## config.mk

```make
export PLATFORM = sky130hd
export DESIGN_NAME = food_placer
export DESIGN_NICKNAME = d
export VERILOG_FILES = /design/src/rtl/food_placer.sv
export SDC_FILE = /design/constraint.sdc
export NUM_CORES = 1
export LEC_CHECK = 0
export CORE_MARGIN = 3
export CORE_UTILIZATION = 49
export CTS_BUF_LIST = sky130_fd_sc_hd__clkbuf_4 sky130_fd_sc_hd__clkbuf_8
export DETAILED_ROUTE_END_ITERATION = 7
export GPL_ROUTABILITY_DRIVEN = 1
export PLACE_DENSITY = 0.79
export SYNTH_ARGS = -nofsm -noshare
export SYNTH_HDL_FRONTEND = slang
export SYNTH_SLANG_ARGS = --single-unit
export TNS_END_PERCENT = 20
```

## constraint.sdc

```tcl
create_clock -name clk -period 4.5 [get_ports clk]
set_clock_uncertainty 0.05 [all_clocks]
set_input_delay 0.9 -clock clk [delete_from_list [all_inputs] [get_ports clk]]
set_output_delay 0.9 -clock clk [all_outputs]
set_load 0.005 [all_outputs]
```

## src/rtl/food_placer.sv

```systemverilog
// Food placement for the snake game: draws random cells from the LFSR pair,
// checks each against the body occupancy, and falls back to a row-major scan.
//
// state  | meaning
// IDLE   | waiting for spawn_req
// SAMPLE | latch a random candidate, reject if off-grid
// QUERY  | present random candidate to occupancy logic
// CHECK  | occ_hit valid for the random candidate
// SCAN_Q | present scan pointer to occupancy logic
// SCAN_C | occ_hit valid for the scan pointer
module food_placer #(
    parameter int X_BITS    = 4,
    parameter int Y_BITS    = 4,
    parameter int GRID_W    = 16,
    parameter int GRID_H    = 12,
    parameter int MAX_TRIES = 8
) (
    input  logic              clk,
    input  logic              rst,
    input  logic [7:0]        rand0,
    input  logic [7:0]        rand1,
    input  logic              spawn_req,
    input  logic              occ_hit,
    output logic [X_BITS-1:0] query_x,
    output logic [Y_BITS-1:0] query_y,
    output logic              query_valid,
    output logic [X_BITS-1:0] food_x,
    output logic [Y_BITS-1:0] food_y,
    output logic              food_valid,
    output logic              spawn_done,
    output logic              busy,
    output logic              board_full
);

    typedef enum logic [2:0] {
        IDLE, SAMPLE, QUERY, CHECK, SCAN_Q, SCAN_C
    } state_t;

    localparam logic [X_BITS:0]   GRID_W_EXT = (X_BITS+1)'(GRID_W);
    localparam logic [Y_BITS:0]   GRID_H_EXT = (Y_BITS+1)'(GRID_H);
    localparam logic [X_BITS-1:0] X_LAST     = X_BITS'(GRID_W - 1);
    localparam logic [Y_BITS-1:0] Y_LAST     = Y_BITS'(GRID_H - 1);
    localparam logic [7:0]        TRY_MAX    = 8'(MAX_TRIES);

    state_t            state, state_nxt;
    logic [7:0]        try_cnt, try_cnt_nxt, try_inc;
    logic [X_BITS-1:0] query_x_nxt, food_x_nxt, cand_x;
    logic [Y_BITS-1:0] query_y_nxt, food_y_nxt, cand_y;
    logic              food_valid_nxt, spawn_done_nxt, board_full_nxt;
    logic              cand_ok, accept;
    logic              unused_rand;

    assign cand_x      = rand0[X_BITS-1:0];
    assign cand_y      = rand1[Y_BITS-1:0];
    assign cand_ok     = ({1'b0, cand_x} < GRID_W_EXT) && ({1'b0, cand_y} < GRID_H_EXT);
    assign try_inc     = try_cnt + 8'd1;
    assign unused_rand = ^{rand0, rand1};

    assign query_valid = (state == QUERY) || (state == SCAN_Q);
    assign busy        = (state != IDLE);

    always_comb begin
        state_nxt      = state;
        try_cnt_nxt    = try_cnt;
        query_x_nxt    = query_x;
        query_y_nxt    = query_y;
        food_x_nxt     = food_x;
        food_y_nxt     = food_y;
        food_valid_nxt = food_valid;
        board_full_nxt = board_full;
        spawn_done_nxt = 1'b0;
        accept         = 1'b0;

        case (state)
            IDLE: begin
                if (spawn_req) begin
                    state_nxt      = SAMPLE;
                    food_valid_nxt = 1'b0;
                    board_full_nxt = 1'b0;
                    try_cnt_nxt    = 8'd0;
                end
            end
            SAMPLE: begin
                query_x_nxt = cand_x;
                query_y_nxt = cand_y;
                try_cnt_nxt = try_inc;
                if (cand_ok) begin
                    state_nxt = QUERY;
                end else if (try_inc >= TRY_MAX) begin
                    state_nxt   = SCAN_Q;
                    query_x_nxt = '0;
                    query_y_nxt = '0;
                end
            end
            QUERY: state_nxt = CHECK;
            CHECK: begin
                if (!occ_hit) begin
                    accept = 1'b1;
                end else if (try_cnt < TRY_MAX) begin
                    state_nxt = SAMPLE;
                end else begin
                    state_nxt   = SCAN_Q;
                    query_x_nxt = '0;
                    query_y_nxt = '0;
                end
            end
            SCAN_Q: state_nxt = SCAN_C;
            SCAN_C: begin
                if (!occ_hit) begin
                    accept = 1'b1;
                end else if (query_x == X_LAST && query_y == Y_LAST) begin
                    board_full_nxt = 1'b1;
                    spawn_done_nxt = 1'b1;
                    state_nxt      = IDLE;
                end else begin
                    // the scan pointer lives in query_x/query_y
                    state_nxt = SCAN_Q;
                    if (query_x == X_LAST) begin
                        query_x_nxt = '0;
                        query_y_nxt = query_y + Y_BITS'(1);
                    end else begin
                        query_x_nxt = query_x + X_BITS'(1);
                    end
                end
            end
            default: state_nxt = IDLE;
        endcase

        if (accept) begin
            food_x_nxt     = query_x;
            food_y_nxt     = query_y;
            food_valid_nxt = 1'b1;
            spawn_done_nxt = 1'b1;
            state_nxt      = IDLE;
        end
    end

    always_ff @(posedge clk or negedge rst) begin
        if (!rst) begin
            state      <= IDLE;
            try_cnt    <= 8'd0;
            query_x    <= '0;
            query_y    <= '0;
            food_x     <= '0;
            food_y     <= '0;
            food_valid <= 1'b0;
            spawn_done <= 1'b0;
            board_full <= 1'b0;
        end else begin
            state      <= state_nxt;
            try_cnt    <= try_cnt_nxt;
            query_x    <= query_x_nxt;
            query_y    <= query_y_nxt;
            food_x     <= food_x_nxt;
            food_y     <= food_y_nxt;
            food_valid <= food_valid_nxt;
            spawn_done <= spawn_done_nxt;
            board_full <= board_full_nxt;
        end
    end

endmodule

```

[Word-level counts from Yosys, hierarchy flattened]
Index checks and enable logic that the tools add are counted.
Word-level totals
  register bits: 30
  bits in latches: 0
  memory bits (writable): 0
  memory bits (read-only): 0
  bits of input ports: 20
  output and inout port bits: 21
  logic and storage cells: 86
  memories kept: 0
Cells by class
  $add $sub $neg: 3
  multiply operators: 0
  div/mod/pow operators: 0
  magnitude comparators: 3
  equality and inequality tests: 18
  shift operators: 0
  mux-type cells: 37
  bitwise gates (word level): 0
  reduce and logical (&&, ||, !) cells: 16
Operators by type and width (number)
  2-to-1 mux 4 bit: 12
  2-to-1 mux 3 bit: 8
  one-hot mux 4 bit (3 select lines): 2
  one-hot mux 3 bit (6 select lines): 1
  one-hot mux 8 bit (2 select lines): 1
  inequality test 2 bit, second input constant: 7
  2-to-1 mux 1 bit: 11
  inequality test 3 bit, second input constant: 3
  adder 4 x 1 -> 4 bit, second input constant: 2
  adder 8 x 1 -> 8 bit, second input constant: 1
  equality test 4 bit, second input constant: 2
  greater-or-equal comparator 8 x 4 -> 1 bit, second input constant: 1
  less-than comparator 8 x 4 -> 1 bit, second input constant: 1
  2-to-1 mux 8 bit: 1
  AND reduction 4 bit: 2
  nonzero test 2 bit: 4
  equality test 3 x 2 -> 1 bit, second input constant: 2
  equality test 3 bit, second input constant: 2
  AND reduction 6 bit: 1
  nonzero test 3 bit: 2
  AND reduction 5 bit: 1
  less-than comparator 4 bit, second input constant: 1
  inequality test 4 bit, second input constant: 1
  AND reduction 2 bit: 2
  6 further kinds: 6

[Longest topological paths before layout]
  depth in word-level cells: 6
  gate-level depth with buffers: 8
  gate-level depth less buffers: 6

[Worst setup path before layout]
No wires, ideal clock.
  path type: reg2reg
  start point: register query_x[0]
  end point: register query_x[0]
  setup time: 87 ps
  arrival time: 1953 ps
  data required time: 4363 ps
  setup slack: 2410 ps
  cell stages (with the launch flop): 8
  buffers on the path: 1
  clock period less this slack: 2090 ps
  cells stage by stage: dfrtp_1 > ha_1 > and3_1 > buf_6 > a311oi_2 > o31ai_4 > or4_2 > o211ai_1
On the way
  cells in the longest elaborated chain, start to end: 5
  elaborated cells between the ends (all ways): 9
  classes of those cells: 1 x add/sub; 2 x eq/ne; 4 x mux; 2 x reduce/logical
Ends and longest elaborated chain
  from (decl): RTL line 24  | output logic [X_BITS-1:0] query_x,
  from (signal assigned): RTL line 152  | query_x <= query_x_nxt;
  adder 4 x 1 -> 4 bit or equality test 4 bit (tied branches): RTL line 122, 111, 118
  2-to-1 mux 4 bit: RTL line 118  | if (query_x == X_LAST) begin
  2-to-1 mux 4 bit: RTL line 111  | end else if (query_x == X_LAST && query_y == Y_LAST) begin
  2-to-1 mux 4 bit: RTL line 109  | if (!occ_hit) begin
  one-hot mux 4 bit (3 select lines): RTL line 74  | case (state)
Several ways; a longest one is shown, not always the timed one. The select of a mux whose other input is x is not followed.
A chain may end at the register's enable or synchronous reset.

[Final worst setup path]
  start point: register state[1]
  end point: output query_valid
On the way
  cells in the longest elaborated chain, start to end: 2
  elaborated cells between the ends (all ways): 3
  classes of those cells: 2 x eq/ne; 1 x reduce/logical
Ends and longest elaborated chain
  from (decl): RTL line 45  | state_t state, state_nxt;
  from (signal assigned): RTL line 150  | state <= state_nxt;
  equality test 3 x 2 -> 1 bit or equality test 3 bit (tied branches): RTL line 59  | assign query_valid = (state == QUERY) || (state == SCAN_Q);
  logical OR 1 bit *: RTL line 59
  to (decl): RTL line 26  | output logic query_valid,
Every way passes the cells marked *; elsewhere a longest branch is shown, timed or not.

==> flow_metrics.env <==
export IMPL_run_status="finished clean"
export IMPL_hold_path_class="flip-flop to flip-flop"
export IMPL_path_cells="xor2_1, nor2b_1, clkdlybuf4s50_1"
export IMPL_die_width_um=65.00
export IMPL_synth_seq_cells=30
export IMPL_pwr_share_seq_pct=38.3
export IMPL_synth_async_reset_ratio_pct=100.0
export IMPL_yosys_area_top_type_share_pct=44.02
export IMPL_crit_path_top_delay_cell="dfrtp_1"
export IMPL_crit_type="flip-flop to output port"
export IMPL_cts_sinks=30
export IMPL_synth_ff_type="dfrtp_1"
export IMPL_combPwrFrac_pct=48.9
export IMPL_yosysSeqAreaShare_pct=44.02
export IMPL_ir_drop_uv=292.8
export IMPL_worstMarginPinSlew_ns=1.054
export IMPL_rsz0062_at_grt="no"
export IMPL_total_power_mw=1.348
export IMPL_hold_ws_ns=0.4649
export IMPL_grt_max_degree=24
export IMPL_cts_htree_levels=2
export IMPL_post_cts_buffers=0
export IMPL_io_buffer_count=32
export IMPL_yosys_top_cells_area="dfrtp_1 (44%), mux2_2 (5.9%), nand2_1 (5.5%)"
export IMPL_globalplace_congestion=0.8756
export IMPL_cts_buffers=5
export IMPL_netlist_area_um2=1705
export IMPL_via_count=1500
export IMPL_track_usage_pct=20.76
export IMPL_yosys_warnings=0
export IMPL_vias_per_cell=5.929
export IMPL_fin_crit_ns=2.786
export IMPL_syn_nets=195
export IMPL_die_h_um=65.00
export IMPL_syn_avg_cell_area_um2=9.915
export IMPL_fin_util_pct=66.38
export IMPL_synth_common_cells="dfrtp_1 (30), nand2_1 (25), o21ai_0 (14)"
export IMPL_syn_inst=172
export IMPL_cts_buffer_depth=2
export IMPL_worstPathRequired_ns=3.55
export IMPL_detail_route_antenna_nets=0
export IMPL_first_pass_iters=4
export IMPL_tritoncts="yes"
export IMPL_yosysMostFrequentCell="dfrtp_1"
export IMPL_final_nets=231
export IMPL_antenna_found_initial=0
export IMPL_netlist_top_cell_by_area="dfrtp_1"
export IMPL_dp_slack_ns=1.563
export IMPL_fin_ws_ns=1.714
export IMPL_cts_resized=0
export IMPL_cap_violations=0
export IMPL_setup_viol=0
export IMPL_pwr_share_clk_pct=12.9
export IMPL_worstSetupStartpointType="flip-flop"
export IMPL_initial_utilization_pct=53.66
export IMPL_crit_path_max_incr_delay_ns=0.61
export IMPL_setup_tns_ns=0
export IMPL_core_um2=3178
export IMPL_intPower_uw=821.4
export IMPL_switching_share_pct=39.07
export IMPL_drt_initial_drc_count=89
export IMPL_crit_arrival_ns=1.84
export IMPL_rows=20
export IMPL_fmaxAchievable_mhz=359.0
export IMPL_hold_violations=0
export IMPL_dp_hpwl_um=2810
export IMPL_clock_root_buffer="clkbuf_4"
export IMPL_drive_gt1_share_pct=14.35
export IMPL_nFillCells=287
export IMPL_p_per_area_nw_per_um2=639.1
export IMPL_first_global_vias=1496
export IMPL_postCtsHoldBufs=0
export IMPL_pin_count=41
export IMPL_leakage_nw=0.8904
export IMPL_grt_pass1_wl_um=6720
export IMPL_yosysUniqueCellTypes=48
export IMPL_drc=0
export IMPL_drv_slew=0
export IMPL_wl_per_cell_um=15.54
export IMPL_end_kind="output port"
export IMPL_n_antenna_cell=0
export IMPL_period_share_pct=61.91
export IMPL_clk_pin_slew_ns=0.09
export IMPL_slew_limit_headroom_pct=29.50
export IMPL_syn_to_final_growth_pct=23.70
export IMPL_clock_latency_ns=0.34
export IMPL_cp_max_fo=13
export IMPL_die_area_um2=4224
export IMPL_wl_um=3932
export IMPL_synth_edf_count=0
export IMPL_p_sw_uw=526.8
export IMPL_grt_overflow=0
-- critical path, delay by kind of cell (launching register included) --
kind                   cells  cell delay, ns
XOR/XNOR                   1            0.23
flip-flops                 1            0.61
buffers and inverters      1            0.51
AND/OR/NAND/NOR            1            0.16
-- cell usage in the layout (no fill, tap or decap), drive strengths merged, types with 3 or more instances in the layout --
cell type / Yosys / routed
or3: 3 / 3
dfrtp: 30 / 30
ha: 3 / 3
nor2: 7 / 7
inv: 6 / 6
o21ai: 21 / 21
o211ai: 7 / 7
a31oi: 4 / 4
nand3: 4 / 4
clkdlybuf4s50: 0 / 32
o31ai: 4 / 4
xor2: 3 / 3
mux2: 9 / 9
nand2: 25 / 25
buf: 6 / 3
nand4: 4 / 4
clkbuf: 0 / 7
and3: 7 / 7
or4: 3 / 3
-- sequential cells by signal (all words and copies together), names as in the netlist --
| register | flops |
|---|---|
| food_y | 4 |
| spawn_done | 1 |
| try_cnt | 8 |
| food_valid | 1 |
| state | 3 |
| food_x | 4 |
| query_y | 4 |
| board_full | 1 |
| query_x | 4 |
-- layout make-up --
type	count	area [µm²]	share of cell area [%]
well taps	44	55.05	2.610
clock buffers	7	58.81	2.788
multi-input cells	130	874.6	41.46
inverters	6	22.52	1.068
clock inverters	1	5.005	0.2372
flip-flops and latches	30	750.7	35.59
repair buffers	35	342.8	16.25
-- path summary, 6_finish.rpt --
check,from,endpoint,slack [ns],depth (start not counted)
worst max-delay path,state[1],query_valid,1.71,3
worst min-delay path,food_y[0],food_y[0],0.46,1
worst max register to register,query_x[0],query_x[0],2.23,6
worst min register to register,food_y[0],food_y[0],0.46,1
max in group asynchronous,rst,food_valid,2.61,2
min in group asynchronous,rst,query_y[1],1.07,1
-- per-layer routing --
| metal | track usage (%) | share of wire, % | up-vias |
|---|---|---|---|
| li1 | - | - | 701 |
| met1 | 24.97 | 44 | 738 |
| met2 | 34.10 | 49 | 51 |
| met3 | 5.373 | 5.5 | 10 |
| met4 | 10.55 | 2.2 | 0 |
| met5 | 0 | 0 | - |
-- cell families after synthesis --
family	share of synthesized area, %
muxes	6.530
adders and majority gates	2.201
buffers and inverters	4.695
AOI/OAI and AO/OA	19.37
DFF	44.02
xor gates and xnor gates	2.055
and+or+nand+nor	21.13
-- metrics by stage --
step	instance area (µm²)	instances
CTS	2110	253
global placement	2046	245
global route	2110	253
finish	2110	253
floorplan	1705	172
detailed placement	2046	245
-- power groups by stage --
stage	clock, mW	sequential [mW]	combinational [mW]
2_1_floorplan	0	0.474	0.436
4_1_cts	0.176	0.513	0.663
3_3_place_gp	0	0.507	0.636
3_5_place_dp	0	0.519	0.659
5_1_grt	0.191	0.536	0.731
6_report	0.173	0.516	0.659
Power figures use the tool's default switching activity.
